==> src/rtl/axi_memif_pkg.sv <==
// Shared constants and read-state encoding for the memif AXI read/write controllers.
// The write control uses the same pattern constants so both sides agree on the data.
package axi_memif_pkg;

    localparam int unsigned BURST_SIZE_DEF = 32;
    localparam logic [15:0] START_DATA_DEF = 16'd100;
    localparam logic [24:0] BASE_ADDR_DEF  = 25'd0;

    typedef enum logic [1:0] {
        RD_IDLE = 2'd0,
        RD_ADDR = 2'd1,
        RD_DATA = 2'd2
    } rd_state_t;

    function automatic logic [7:0] sat_inc8(input logic [7:0] v);
        return (v == 8'hFF) ? v : v + 8'd1;
    endfunction

endpackage

==> src/rtl/start_sync_edge.sv <==
// Three-flop synchroniser for an asynchronous start request with a rising-edge pulse.
// The pulse is combinational from the 1d/2d flops, so it is valid the cycle after 1d rises.
module start_sync_edge (
    input  logic clk,
    input  logic reset,
    input  logic i_async,
    output logic o_pulse
);

    logic r_meta;
    logic r_1d;
    logic r_2d;

    always_ff @(posedge clk or negedge reset) begin
        if (!reset) begin
            r_meta <= 1'b0;
            r_1d   <= 1'b0;
            r_2d   <= 1'b0;
        end else begin
            r_meta <= i_async;
            r_1d   <= r_meta;
            r_2d   <= r_1d;
        end
    end

    assign o_pulse = r_1d & ~r_2d;

endmodule

==> src/rtl/axim_read_control.sv <==
// AXI read initiator: issues one INCR burst and checks it against the write test pattern.
// Reports pass/fail, a saturating error count and an rlast placement error.
//
// state   | meaning
// RD_IDLE | quiescent, waiting for a synchronised start edge
// RD_ADDR | arvalid held until the slave accepts the address
// RD_DATA | rready high, checking one beat per rvalid edge
module axim_read_control
    import axi_memif_pkg::*;
#(
    parameter int unsigned BURST_SIZE = BURST_SIZE_DEF,
    parameter logic [15:0] START_DATA = START_DATA_DEF,
    parameter logic [24:0] BASE_ADDR  = BASE_ADDR_DEF
) (
    input  logic        clk,
    input  logic        reset,
    input  logic        start_triger,
    input  logic        axi_arready_in,
    output logic        axi_arvalid_out,
    output logic [7:0]  axi_arlen_out,
    output logic [24:0] axi_araddr_out,
    input  logic        axi_rvalid_in,
    input  logic [15:0] axi_rdata_in,
    input  logic        axi_rlast_in,
    input  logic        axi_rresp_in,
    output logic        axi_rready_out,
    output logic        busy_out,
    output logic        done_out,
    output logic        pass_out,
    output logic [7:0]  err_count_out,
    output logic        proto_err_out
);

    localparam logic [7:0] LAST_BEAT = 8'(BURST_SIZE - 1);

    rd_state_t   r_state, w_state_nxt;
    logic        r_arvalid, w_arvalid_nxt;
    logic        r_rready, w_rready_nxt;
    logic        r_busy, w_busy_nxt;
    logic        r_done, w_done_nxt;
    logic        r_pass, w_pass_nxt;
    logic [7:0]  r_err_cnt, w_err_nxt;
    logic        r_proto_err, w_proto_nxt;
    logic [7:0]  r_beat_cnt, w_beat_nxt;

    logic        w_start;
    logic [15:0] w_expected;
    logic        w_beat_bad;
    logic [7:0]  w_err_inc;
    logic        w_last_idx;
    logic        w_misplaced;

    start_sync_edge u_start_sync (
        .clk     (clk),
        .reset   (reset),
        .i_async (start_triger),
        .o_pulse (w_start)
    );

    // Expected data is truncated to 16 bits so the pattern wraps FFFF -> 0000.
    assign w_expected  = START_DATA + {8'd0, r_beat_cnt};
    assign w_beat_bad  = (axi_rdata_in != w_expected) | axi_rresp_in;
    assign w_err_inc   = w_beat_bad ? sat_inc8(r_err_cnt) : r_err_cnt;
    assign w_last_idx  = (r_beat_cnt == LAST_BEAT);
    assign w_misplaced = axi_rlast_in ^ w_last_idx;

    always_ff @(posedge clk or negedge reset) begin
        if (!reset) begin
            r_state     <= RD_IDLE;
            r_arvalid   <= 1'b0;
            r_rready    <= 1'b0;
            r_busy      <= 1'b0;
            r_done      <= 1'b0;
            r_pass      <= 1'b0;
            r_err_cnt   <= 8'd0;
            r_proto_err <= 1'b0;
            r_beat_cnt  <= 8'd0;
        end else begin
            r_state     <= w_state_nxt;
            r_arvalid   <= w_arvalid_nxt;
            r_rready    <= w_rready_nxt;
            r_busy      <= w_busy_nxt;
            r_done      <= w_done_nxt;
            r_pass      <= w_pass_nxt;
            r_err_cnt   <= w_err_nxt;
            r_proto_err <= w_proto_nxt;
            r_beat_cnt  <= w_beat_nxt;
        end
    end

    always_comb begin
        w_state_nxt   = r_state;
        w_arvalid_nxt = r_arvalid;
        w_rready_nxt  = r_rready;
        w_busy_nxt    = r_busy;
        w_done_nxt    = 1'b0;
        w_pass_nxt    = r_pass;
        w_err_nxt     = r_err_cnt;
        w_proto_nxt   = r_proto_err;
        w_beat_nxt    = r_beat_cnt;
        case (r_state)
            RD_IDLE: begin
                if (w_start) begin
                    w_err_nxt     = 8'd0;
                    w_proto_nxt   = 1'b0;
                    w_pass_nxt    = 1'b0;
                    w_beat_nxt    = 8'd0;
                    w_arvalid_nxt = 1'b1;
                    w_busy_nxt    = 1'b1;
                    w_state_nxt   = RD_ADDR;
                end
            end
            RD_ADDR: begin
                if (axi_arready_in) begin
                    w_arvalid_nxt = 1'b0;
                    w_rready_nxt  = 1'b1;
                    w_state_nxt   = RD_DATA;
                end
            end
            RD_DATA: begin
                if (axi_rvalid_in) begin
                    w_err_nxt  = w_err_inc;
                    w_beat_nxt = r_beat_cnt + 8'd1;
                    // Early rlast or a missing rlast on the final beat both end the burst here.
                    if (axi_rlast_in || w_last_idx) begin
                        w_proto_nxt  = w_misplaced;
                        w_pass_nxt   = (w_err_inc == 8'd0) && !w_misplaced;
                        w_done_nxt   = 1'b1;
                        w_rready_nxt = 1'b0;
                        w_busy_nxt   = 1'b0;
                        w_state_nxt  = RD_IDLE;
                    end
                end
            end
            default: w_state_nxt = RD_IDLE;
        endcase
    end

    assign axi_arvalid_out = r_arvalid;
    assign axi_arlen_out   = LAST_BEAT;
    assign axi_araddr_out  = BASE_ADDR;
    assign axi_rready_out  = r_rready;
    assign busy_out        = r_busy;
    assign done_out        = r_done;
    assign pass_out        = r_pass;
    assign err_count_out   = r_err_cnt;
    assign proto_err_out   = r_proto_err;

endmodule

==> config.mk <==
export PLATFORM = sky130hd
export DESIGN_NAME = axim_read_control
export DESIGN_NICKNAME = d
export VERILOG_FILES = /design/src/rtl/axi_memif_pkg.sv /design/src/rtl/start_sync_edge.sv /design/src/rtl/axim_read_control.sv
export SDC_FILE = /design/constraint.sdc
export NUM_CORES = 1
export LEC_CHECK = 0
export BUFFER_PORTS_ARGS = -buffer_cell sky130_fd_sc_hd__buf_2
export CAP_MARGIN = 0
export CORE_MARGIN = 1.5
export CORE_UTILIZATION = 39
export DETAILED_ROUTE_END_ITERATION = 6
export PLACE_DENSITY = 0.68
export SYNTH_ARGS = -nofsm -noshare
export SYNTH_HDL_FRONTEND = slang
export SYNTH_HIERARCHICAL = 1
export SYNTH_SLANG_ARGS = --single-unit
==> constraint.sdc <==
create_clock -name clk -period 2.59 [get_ports clk]
set_input_delay 0.259 -clock clk [delete_from_list [all_inputs] [get_ports clk]]
set_output_delay 0.259 -clock clk [all_outputs]
set_load 0.02 [all_outputs]
==> summary.md <==
| Metric | Value |
|---|---|
| Top cells by count, synth | buf_4, dfrtp_1, nor2_1, nand2_1, o21ai_0 |
| Area taken by multi-input logic gates | around 1100 um^2 |
| Placed insts | between 300 and 400 |
| Routed WL | 3945 um |
| Clk sink count | 27 |
| Count leader, synth | buf_4 |
| Vias | 1619 |
| Core Region | 4755 um^2 |
| Final Skew | about 0.008 ns |
| Drt via density | 4.951 |
| Layout Cells excl Fill | around 330 |
| Required @ worst endpoint | 2.81 ns |
| Reg area | 675.6 um^2 |
| Comb pwr share | 0.326 |
| Maximum clock insertion buffer count | 2 |
| Status | completed |
| GPL Wtd Cong | 0.8105 |
| Largest net degree at the start of global routing | 28 |
| IO Port Bufs | 36 |
| Syn_area_per_cell | 8.753 um^2 |
| Synth Cell Area | 1934 um^2 |
| Die area | 5391 um^2 |
| CTS tree | yes |
| Buffer count from post-CTS setup fixing | 0 |
| Met2 routed WL | about 1900 um |
| Synth top area share | 0.3493 |
| Initial Util | 0.4068 |
| Crit path kind | flip-flop to flip-flop |
| Top routing layer in use | met4 |
| Initial DRC Count | 47 |
| Synth Register Bits | 27 |
| Asr flop ratio synth | 1.000 |
| Gr usage total | 0.1472 |
| Met3 wire len | 186 um |
| CP Cell Sequence | ha_2 -> or4_1 -> a21oi_2 -> o311ai_4 -> a211o_1 -> a2111oi_2 -> a32o_1 |
| Sequential power share | 0.471 |
| Top FF cell, synth | dfrtp_1 |
| PD cells | 569.5 nW/um^2 |
| Net Sw Frac | 0.3916 |
| Internal power | between 700 and 800 uW |
| Switching Power | 481.3 uW |
| Minimum clock period | approximately 2.5 ns |
| Fin nets | 288 |
| Drt pass-1 iters | 4 |
| # setup viols final | 0 |
| Pwr Total | between 1 and 1.5 mW |
| CP Launch Type | flip-flop |
| First-pass GRT wire length | 6354 um |
| Slew Viols, Final | 0 |
| Number of synthesis warnings | 6 |
| Wire per inst | ~12 um |
| Seq/Total Area, Yosys | 0.3493 |
| Max stage delay on crit path | 0.54 ns |
| Io pins | 70 |
| Top Family by Delay on Critical Path | compound AO/OA/AOI/OAI gates |
| GR Overflow Total | 0 |
| Largest cells by area after synthesis | dfrtp_1, buf_4, xor2_1 |
| Initial antenna violation count | 0 |
| Setup TNS | 0 ns |
| Clk slew on worst S/H paths | 0.10 ns |
| Synth area leader | dfrtp_1 |
| Crit. End Element | flip-flop |
| Post-synth EDFFs | 0 |
| Layout cell share with drive strength beyond 1 | 0.2231 |
| Skew-Pair Late Insertion Delay | 0.28 ns |
| Max-cap viol count | 0 |
| Clock Power Share | 0.203 |
| Filler cells | 488 |
| Num rows | 25 |
| Maximum fanout along the worst path | 11 |
| Leakage | 1.036 nW |
| Slew headroom | 0.5928 |
| Antenna Cells | 0 |
| Crit path buf inv count | 0 |
| CP Data Arrival Time | approximately 2.7 ns |
| Worst Max-Slew Pin Slew | 0.6107 ns |
| Die height | around 73 um |
| Dpl hpwl | 2962 um |
| RSZ-0062 raised after global routing | false |
| Worst Hold Class | input pin to flip-flop |
| H-tree levels | 1 |
| Area grow syn2layout | 11.58% |
| Crit-path slowest cell | or4_1 |
| Num CTS Buffers | 3 |
| DRC | 0 |
| Post-Synthesis Cells | 221 |
| Fin crit share | 0.9487 |
| Root Driver | clkbuf_8 |
| ANT nets after route | 0 |
| Worst VDD drop | 209.4 uV |
| Max Clk Rate | just over 400 MHz |
| Number of global-route vias before repair | 1466 |
| Hold Fails Final Rpt | 0 |
| Post-synth cell types | between 40 and 50 |
| Die X | 73.43 um |
| WL met1 | roughly 1900 um |
## layout make-up
class	count	area share
clock buffers	3	0.01913
clock inverters	1	0.003478
inverters	6	0.01043
multi-input cells	177	0.4957
flip-flops and latches	27	0.3130
well taps	67	0.03884
repair buffers	46	0.1194
## logic make-up after synthesis
group                    Yosys count  share of synthesized area
AO/OA/AOI/OAI                     49                     0.1766
XOR/XNOR                          16                    0.07244
adder cells (fa/ha/maj)            4                    0.02587
buffers and inverters             48                     0.1656
flip-flops                        27                     0.3493
multiplexers                       3                    0.01552
other                              2                   0.003882
AND/OR/NAND/NOR                   72                     0.1908
## registers in the layout (all words and copies together) (netlist names)
| signal | flops |
|---|---|
| err_count_out | 8 |
| r_state | 2 |
| u_start_sync/r_meta | 1 |
| u_start_sync/r_2d | 1 |
| r_beat_cnt | 8 |
| done_out | 1 |
| proto_err_out | 1 |
| busy_out | 1 |
| u_start_sync/r_1d | 1 |
| axi_rready_out | 1 |
| axi_arvalid_out | 1 |
| pass_out | 1 |
## layer usage
layer / track usage / vias up
li1: - / 795
met1: 0.1905 / 776
met2: 0.2586 / 44
met3: 0.01646 / 4
met4: 0.04321 / 0
met5: 0 / -
## stage by stage
step	hold WS [ns]	util	cell area, um^2	worst slack [ns]
after floorplan	-0.03659	-	2051	0.2253
after global placement	0.3073	0.4384	2085	0.07506
after detailed placement	0.3065	0.4384	2085	-0.02714
after CTS	0.07480	0.4529	2153	0.09025
after global routing	0.06926	0.4539	2158	0.009690
final	0.07590	0.4539	2158	0.1330
## worst register-to-register path: stages, from the launching register on
cell and delay [ns]:
dfrtp_1 0.39, ha_2 0.21, or4_1 0.54, a21oi_2 0.19, o311ai_4 0.19, a211o_1 0.37, a2111oi_2 0.31, a32o_1 0.20
## path summary, 6_finish.rpt
path                       slack, ns           startpoint  cells past startpoint                  end
max reg2reg                     0.13        r_beat_cnt[2]                      7             pass_out
min in group asynchronous       0.52                reset                      2     err_count_out[6]
max                             0.13        r_beat_cnt[2]                      7             pass_out
min                             0.08         start_triger                      1  u_start_sync/r_meta
min reg2reg                     0.36  u_start_sync/r_meta                      0    u_start_sync/r_1d
max in group asynchronous       1.68                reset                      2     err_count_out[7]
## what timing repair did
item                                    CTS  global route
hold buffers                              1             0
hold endpoints to repair                  6             0
gates resized for setup                   1             2
endpoints found under the setup margin    1             1
## power groups by stage
stage / Combinational [mW] / Sequential, mW / Clock (mW)
after floorplan: 0.283 / 0.605 / 0
after global placement: 0.394 / 0.586 / 0
after detailed placement: 0.400 / 0.587 / 0
after CTS: 0.403 / 0.579 / 0.253
after global routing: 0.447 / 0.596 / 0.266
final: 0.401 / 0.579 / 0.249
## placed cells by master (no fill, tap or decap), types with 3 or more instances in the layout
cell	instances
xnor2_1	6
conb_1	33
nand4_1	6
xor2_1	10
dfrtp_1	27
nand3_1	7
o21ai_0	17
buf_4	9
clkbuf_8	3
a31oi_1	4
mux2i_1	3
a21oi_1	5
nand2_1	17
and3_1	5
nor2_1	19
inv_1	6
ha_1	3
nor3_1	3
buf_2	36
a41o_1	3
Note: power is estimated with default switching activity, not from simulation.
